<file path="src/rtl/pc_gen_unit_if.sv">
// Request/response bundle between the pipeline control logic and the PC generator.
// The master raises redirect requests and stalls; the slave returns the fetch PC and status.
interface pc_gen_unit_if #(
  parameter int XLEN = 32
);
  logic            stall;
  logic            br_valid;
  logic [XLEN-1:0] br_target;
  logic            trap_valid;
  logic [XLEN-1:0] trap_vector;
  logic            mret_valid;
  logic [XLEN-1:0] mepc;
  logic [XLEN-1:0] pc;
  logic [XLEN-1:0] pc_plus4;
  logic            flush;
  logic            pend_valid;
  logic            misalign;

  modport master (
    output stall, br_valid, br_target, trap_valid, trap_vector, mret_valid, mepc,
    input  pc, pc_plus4, flush, pend_valid, misalign
  );

  modport slave (
    input  stall, br_valid, br_target, trap_valid, trap_vector, mret_valid, mepc,
    output pc, pc_plus4, flush, pend_valid, misalign
  );
endinterface

</file>
<file path="src/rtl/pc_gen_unit.sv">
// Registered fetch PC with prioritised trap/mret/branch redirect, stall hold and a
// single-entry buffer that keeps a redirect alive while fetch is stalled.
module pc_gen_unit #(
  parameter int              XLEN     = 32,
  parameter logic [XLEN-1:0] RESET_PC = '0,
  parameter int              INC      = 4
) (
  input  logic           clk,
  input  logic           rst,
  pc_gen_unit_if.slave   bus
);

  // Ordered so that a numerically larger class always has higher priority.
  typedef enum logic [1:0] {
    SRC_NONE = 2'd0,
    SRC_BR   = 2'd1,
    SRC_MRET = 2'd2,
    SRC_TRAP = 2'd3
  } src_e;

  logic [XLEN-1:0] pc_q;
  logic            flush_q;
  logic            misalign_q;
  logic            pend_q;
  src_e            pend_src_q;
  logic [XLEN-1:0] pend_target_q;

  src_e            live_src;
  logic [XLEN-1:0] live_target;

  always_comb begin
    live_src    = SRC_NONE;
    live_target = '0;
    if (bus.trap_valid) begin
      live_src    = SRC_TRAP;
      live_target = bus.trap_vector;
    end else if (bus.mret_valid) begin
      live_src    = SRC_MRET;
      live_target = bus.mepc;
    end else if (bus.br_valid) begin
      live_src    = SRC_BR;
      live_target = bus.br_target;
    end
    live_target[0] = 1'b0;
  end

  always_ff @(posedge clk) begin
    if (rst) begin
      pc_q          <= RESET_PC;
      flush_q       <= 1'b0;
      misalign_q    <= 1'b0;
      pend_q        <= 1'b0;
      pend_src_q    <= SRC_NONE;
      pend_target_q <= '0;
    end else if (!bus.stall) begin
      pend_q     <= 1'b0;
      pend_src_q <= SRC_NONE;
      if (live_src != SRC_NONE) begin
        pc_q       <= live_target;
        flush_q    <= 1'b1;
        misalign_q <= live_target[1];
      end else if (pend_q) begin
        pc_q       <= pend_target_q;
        flush_q    <= 1'b1;
        misalign_q <= pend_target_q[1];
      end else begin
        pc_q       <= pc_q + XLEN'(INC);
        flush_q    <= 1'b0;
        misalign_q <= 1'b0;
      end
    end else begin
      flush_q    <= 1'b0;
      misalign_q <= 1'b0;
      // Equal priority replaces so the youngest request of a class wins.
      if (live_src != SRC_NONE && (!pend_q || live_src >= pend_src_q)) begin
        pend_q        <= 1'b1;
        pend_src_q    <= live_src;
        pend_target_q <= live_target;
      end
    end
  end

  assign bus.pc         = pc_q;
  assign bus.pc_plus4   = pc_q + XLEN'(INC);
  assign bus.flush      = flush_q;
  assign bus.misalign   = misalign_q;
  assign bus.pend_valid = pend_q;

endmodule

</file>
<file path="src/flat_wrapper.sv">
// flat-port wrapper written by rule: the top's interface ports become plain ports
module pc_gen_unit_flat 
#(
  parameter int              XLEN     = 32,
  parameter logic [XLEN-1:0] RESET_PC = '0,
  parameter int              INC      = 4
)
  (clk, rst, bus_stall, bus_br_valid, bus_br_target, bus_trap_valid, bus_trap_vector, bus_mret_valid, bus_mepc, bus_pc, bus_pc_plus4, bus_flush, bus_pend_valid, bus_misalign);
  pc_gen_unit_if #(.XLEN(XLEN)) bus_i ();
  input  logic clk;
  input  logic rst;
  input wire logic [$bits(bus_i.stall)-1:0] bus_stall;
  input wire logic [$bits(bus_i.br_valid)-1:0] bus_br_valid;
  input wire logic [$bits(bus_i.br_target)-1:0] bus_br_target;
  input wire logic [$bits(bus_i.trap_valid)-1:0] bus_trap_valid;
  input wire logic [$bits(bus_i.trap_vector)-1:0] bus_trap_vector;
  input wire logic [$bits(bus_i.mret_valid)-1:0] bus_mret_valid;
  input wire logic [$bits(bus_i.mepc)-1:0] bus_mepc;
  output wire logic [$bits(bus_i.pc)-1:0] bus_pc;
  output wire logic [$bits(bus_i.pc_plus4)-1:0] bus_pc_plus4;
  output wire logic [$bits(bus_i.flush)-1:0] bus_flush;
  output wire logic [$bits(bus_i.pend_valid)-1:0] bus_pend_valid;
  output wire logic [$bits(bus_i.misalign)-1:0] bus_misalign;
  assign bus_i.stall = bus_stall;
  assign bus_i.br_valid = bus_br_valid;
  assign bus_i.br_target = bus_br_target;
  assign bus_i.trap_valid = bus_trap_valid;
  assign bus_i.trap_vector = bus_trap_vector;
  assign bus_i.mret_valid = bus_mret_valid;
  assign bus_i.mepc = bus_mepc;
  assign bus_pc = bus_i.pc;
  assign bus_pc_plus4 = bus_i.pc_plus4;
  assign bus_flush = bus_i.flush;
  assign bus_pend_valid = bus_i.pend_valid;
  assign bus_misalign = bus_i.misalign;
  pc_gen_unit #(.XLEN(XLEN), .RESET_PC(RESET_PC), .INC(INC)) u_core (.clk(clk), .rst(rst), .bus(bus_i));
endmodule
</file>
<file path="config.mk">
export PLATFORM = sky130hd
export DESIGN_NAME = pc_gen_unit_flat
export DESIGN_NICKNAME = d
export VERILOG_FILES = /design/src/rtl/pc_gen_unit_if.sv /design/src/rtl/pc_gen_unit.sv /design/src/flat_wrapper.sv
export SDC_FILE = /design/constraint.sdc
export NUM_CORES = 1
export LEC_CHECK = 0
export ABC_AREA = 1
export CAP_MARGIN = 0
export CORE_UTILIZATION = 48
export CTS_CLUSTER_SIZE = 40
export DETAILED_ROUTE_END_ITERATION = 16
export PLACE_DENSITY = 0.93
export SKIP_CTS_REPAIR_TIMING = 1
export SYNTH_ARGS = -nofsm -noshare
export SYNTH_HDL_FRONTEND = slang
export SYNTH_SLANG_ARGS = --single-unit
</file>
<file path="constraint.sdc">
create_clock -name clk -period 4.8 [get_ports clk]
set_input_delay 0.48 -clock clk [delete_from_list [all_inputs] [get_ports clk]]
set_output_delay 0.48 -clock clk [all_outputs]
set_load 0.02 [all_outputs]
</file>
Yosys cells after proc, flatten, opt, wreduce, memory -nomap -nowiden

Cells that the tools add are included.

Bits in registers: 68
Input bits: 102
Word-level logic and storage cells: 28

Add/sub/neg operators: 1
Magnitude comparators: 1
Multiplexer cells: 12
Bitwise gates (word level): 1
Reductions and logical operators: 7

Operators with widths:

| operator                                                        | number |
|---|---|
| 32-bit two-way mux                                              | 5 |
| 32-bit by 3-bit adder with 32-bit output, second input constant | 1 |
| 1-bit two-way mux                                               | 5 |
| 2-bit two-way mux                                               | 2 |
| 2-bit OR reduction                                              | 2 |
| 2-bit >= comparator                                             | 1 |
| 2-bit AND reduction                                             | 1 |
| 2-bit nonzero test                                              | 1 |
| 1-bit logical AND                                               | 1 |
| 1-bit logical NOT                                               | 1 |
| 1-bit logical OR                                                | 1 |
| 1-bit inverter                                                  | 1 |

Longest topological paths before layout

Depth after elaboration: 7
Gate-level depth with buffers: 15
Mapped depth without buffers: 12

Worst setup path after synthesis

OpenSTA, ideal clock, no wires.

Kind: input to register
Start point: in bus_mret_valid
End point: reg u_core.pend_target_q[17]
Setup time: 121 ps
Arrival time: 2,068 ps
Required time: 4,679 ps
Setup slack: 2,610 ps
Stages on the path: 14
Path buffers: 3
Cell sequence: buf_6 inv_1 nand2_1 inv_2 buf_4 nor2_1 ha_1 o21ai_0 nand2_1 nand3_4 inv_4 buf_4 o21ai_1 a21oi_1

Word-level cells in the longest chain between the ends: 6
Elaborated cells on any way between the ends: 9
Classes of those cells: 1 x order compare; 4 x mux; 4 x reduce/logical

Ends and longest elaborated chain:

| element                              | line               | text |
|---|---|---|
| from (decl)                          | flat_wrapper.sv:17 | `input wire logic [$bits(bus_i.mret_valid)-1:0] bus_mret_valid;` |
| 2-bit two-way mux                    | pc_gen_unit.sv:37  | `end else if (bus.mret_valid) begin` |
| 2-bit two-way mux                    | pc_gen_unit.sv:34  | `if (bus.trap_valid) begin` |
| 2-bit >= comparator                  | pc_gen_unit.sv:75  | `if (live_src != SRC_NONE && (!pend_q \|\| live_src >= pend_src_q)) begin` |
| 1-bit logical OR                     | pc_gen_unit.sv:75  |  |
| 1-bit logical AND                    | pc_gen_unit.sv:75  |  |
| 2-bit AND reduction (no source line) | -                  |  |
| to (signal assigned)                 | pc_gen_unit.sv:78  | `pend_target_q <= live_target;` |
| to (decl)                            | pc_gen_unit.sv:26  | `logic [XLEN-1:0] pend_target_q;` |

Parallel ways exist; a longest one is shown, timed or not.
A chain may end at the register's enable or synchronous reset.

Final worst setup path

Start point: in bus_mret_valid
End point: reg u_core.pend_target_q[3]

The elaborated chain is that of the path after synthesis.

==> flow_metrics.py <==
metrics = {
    "clock_tree": {
        "clk_root_buffer_cell": "clkbuf_8",
        "cts.sinks": 67,
        "numCtsBuffers": 9,
        "cts_max_level": 3,
        "clkTransAtPathRegs_ps": 80,
        "worstSkewPairLatency_ps": 360,
        "cts_tree": "yes",
        "ctsLongestPathBuffers": 2,
    },
    "synthesis": {
        "yosysUniqueCellTypes": 33,
        "ys_seq_elements": 67,
        "synth_top_area_cell": "dfxtp_1",
        "netlist_instances": 707,
        "syn_area_mm2": 0.00433,
        "synth-warning-count": 0,
        "yosys.area.top_type_share": 0.310,
        "avgSynthCellArea_um2": 6.12,
        "yosysSeqAreaShare": 0.310,
        "synth_area_leaders": "dfxtp_1, nand2_1, a21oi_1",
    },
    "die": {
        "die_y_um": 96.9,
        "initial_core_util": 0.496,
        "ioPinCount": 169,
        "row_count": 34,
        "die_width_um": 96.9,
        "core_area_mm2": 0.00872,
        "dieArea_mm2": 0.00939,
    },
    "power_and_ir_drop": {
        "clkPwrFrac": 0.308,
        "comb_power_share": 0.276,
        "p_sw_mw": 0.489,
        "seqPwrFrac": 0.416,
        "p_leak_nw": 2.54,
        "p_int_mw": 1.04,
        "ir_drop_uv": 152,
        "power_density_mw_per_mm2": 250,
        "switching_share": 0.319,
    },
    "worst_setup_path": {
        "crit_chain": "clkdlybuf4s50_1 -> buf_4 -> inv_1 -> nand2_1 -> inv_2 -> nor2_1 -> ha_1 -> o21ai_0 -> nand2_1 -> nand3_4 -> inv_4 -> o21ai_0 -> a21oi_1",
        "worstPathRequired_ps": 5090,
        "cp_max_fo": 37,
        "cp_top_family": "buffers and inverters",
        "crit_slowest_cell": "clkdlybuf4s50_1",
        "critPathArrivalTime_ps": 3240,
        "cp-start-kind": "primary input",
        "end_kind": "register",
        "slowest_delay_ps": 390,
        "path_class": "primary input to register",
        "crit_buf_inv": 5,
    },
    "timing": {
        "holdWs_ps": 459,
        "rsz0062_at_grt": "false",
        "tightestPinTransition_ps": 880,
        "setup-violations-final": 0,
        "max_freq_ghz": 0.339,
        "max_slew_margin": 0.412,
        "fin_crit_sh": 0.615,
        "hold_viol_final": 0,
        "fin_crit_ps": 2950,
        "slew_violations": 0,
        "fin_tns_setup_ps": 0,
        "fin_skew_ps": 11.9,
    },
    "final_layout": {
        "design_area_mm2": 0.00614,
        "fillers": 724,
        "area_growth_pct": 41.9,
        "nNetsFinal": 959,
        "final_common_cell": "nand2_1",
        "diodes": 0,
        "final_layout_size_suffix_gt1_frac": 0.0489,
        "layout_common_cells": "nand2_1, clkdlybuf4s50_1, a21oi_1",
    },
    "route": {
        "via_count": 5016,
        "met2_length_mm": 5.83,
        "met3_length_mm": 1.19,
        "drtIter0Drc": 290,
        "drt-met1-wl_mm": 5.56,
        "vias_per_cell": 5.19,
        "wl_per_cell_um": 13.2,
        "finalWirelength_mm": 12.8,
        "drc_errors": 0,
        "highest-signal-layer": "met4",
        "drtAntennaViolNets": 0,
        "first_pass_iters": 5,
    },
    "hold_path": {
        "hp-class": "register to register",
    },
    "placement": {
        "dpl-instance-area_mm2": 0.00594,
        "io_buffers": 163,
        "dp_hpwl_mm": 9.64,
        "place.gp.congestion": 0.922,
    },
    "global_routing": {
        "grt_max_degree": 38,
        "grt_pass1_wl_mm": 21.1,
        "gr-total-overflow": 0,
        "antenna_found_initial": 0,
        "grt_use_total": 0.274,
        "grt_pass1_vias": 4567,
    },
    "run_status": {
        "status": "complete, no violations",
    },
    "run": {
        "maxCapViolCount": 0,
    },
}
worst paths after layout:
path / slack [ps] / start / end / cells after the start
max: 1850 / bus_mret_valid / u_core.pend_target_q[3] / 13
min reg2reg: 460 / u_core.pend_target_q[2] / u_core.pend_target_q[2] / 2
min: 460 / u_core.pend_target_q[2] / u_core.pend_target_q[2] / 2
max reg2reg: 2920 / u_core.pend_src_q[1] / u_core.pend_target_q[3] / 8
flip-flops by register name (all words and copies together), names as in the netlist:
register	count
u_core.bus.flush	1
u_core.bus.misalign	1
u_core.bus.pc	31
u_core.bus.pend_valid	1
u_core.pend_src_q	2
u_core.pend_target_q	31
logic make-up (layout without fill, tap and decap cells):
kind of cell | Yosys count | count (layout) | share of synthesized area
buffers and inverters | 86 | 237 | 0.0905
other | 1 | 2 | 0.000867
AOI/OAI and AO/OA | 148 | 148 | 0.189
and+or+nand+nor | 389 | 389 | 0.371
xor gates and xnor gates | 13 | 13 | 0.0298
DFF | 67 | 67 | 0.310
adders and majority gates | 3 | 3 | 0.00868
per-layer routing:
metal | global-route usage | up-vias
li1 | - | 2536
met1 | 0.367 | 2209
met2 | 0.434 | 252
met3 | 0.0643 | 19
met4 | 0.0873 | 0
met5 | 0 | -
stage by stage:
stage / utilization / power [mW] / instances / setup WS, ps
floorplan: - / 0.864 / 708 / 2610
global placement: 0.682 / 1.06 / 951 / 1580
detailed placement: 0.682 / 1.07 / 951 / 1520
CTS: 0.704 / 1.53 / 967 / 1840
global route: 0.704 / 1.59 / 967 / 1580
finish: 0.704 / 1.53 / 967 / 1850
power groups by stage:
stage | Combinational, mW | Clock [mW] | Sequential (mW)
final | 0.423 | 0.472 | 0.636
after global routing | 0.458 | 0.492 | 0.641
after CTS | 0.421 | 0.472 | 0.635
after detailed placement | 0.419 | 0 | 0.648
after global placement | 0.413 | 0 | 0.646
after floorplan | 0.199 | 0 | 0.664
area by class of cell:
| cell class | instances | area, um^2 | area share |
|---|---|---|---|
| multi-input combinational | 555 | 2600 | 0.423 |
| clock inverter | 6 | 65.1 | 0.0106 |
| timing repair buffer | 168 | 1670 | 0.272 |
| tap | 108 | 135 | 0.0220 |
| inverter | 53 | 203 | 0.0330 |
| clock buffer | 10 | 128 | 0.0208 |
| sequential | 67 | 1340 | 0.219 |
tightest hold or removal path: cells and delay by family, from the launching register on:
| kind | cells | cell delay, ps |
|---|---|---|
| compound gates | 1 | 50 |
| flops | 1 | 300 |
| buf+inv | 1 | 60 |
synth_stat cells:
| cell type | instances |
|---|---|
| nand2_1 | 288 |
| inv_1 | 47 |
| a2bb2oi_1 | 8 |
| inv_2 | 4 |
| buf_4 | 13 |
| o21bai_1 | 2 |
| o211ai_1 | 4 |
| o21ai_1 | 3 |
| nor2_2 | 2 |
| and2_1 | 10 |
| clkbuf_1 | 17 |
| o21ai_0 | 25 |
| nand3_1 | 21 |
| conb_1 | 1 |
| buf_6 | 2 |
| xnor2_1 | 4 |
| buf_2 | 1 |
| xor2_2 | 2 |
| a21oi_1 | 95 |
| inv_4 | 1 |
| xor2_1 | 7 |
| nor2_4 | 6 |
| o2bb2ai_1 | 6 |
| ha_1 | 3 |
| nand2_4 | 2 |
| nand3_4 | 1 |
| dfxtp_1 | 67 |
| clkinv_2 | 1 |
| a22o_1 | 1 |
| o22ai_1 | 4 |
| nand3b_1 | 2 |
| nor2_1 | 54 |
| nand2_2 | 3 |
Note: power is estimated with default switching activity, not from simulation.
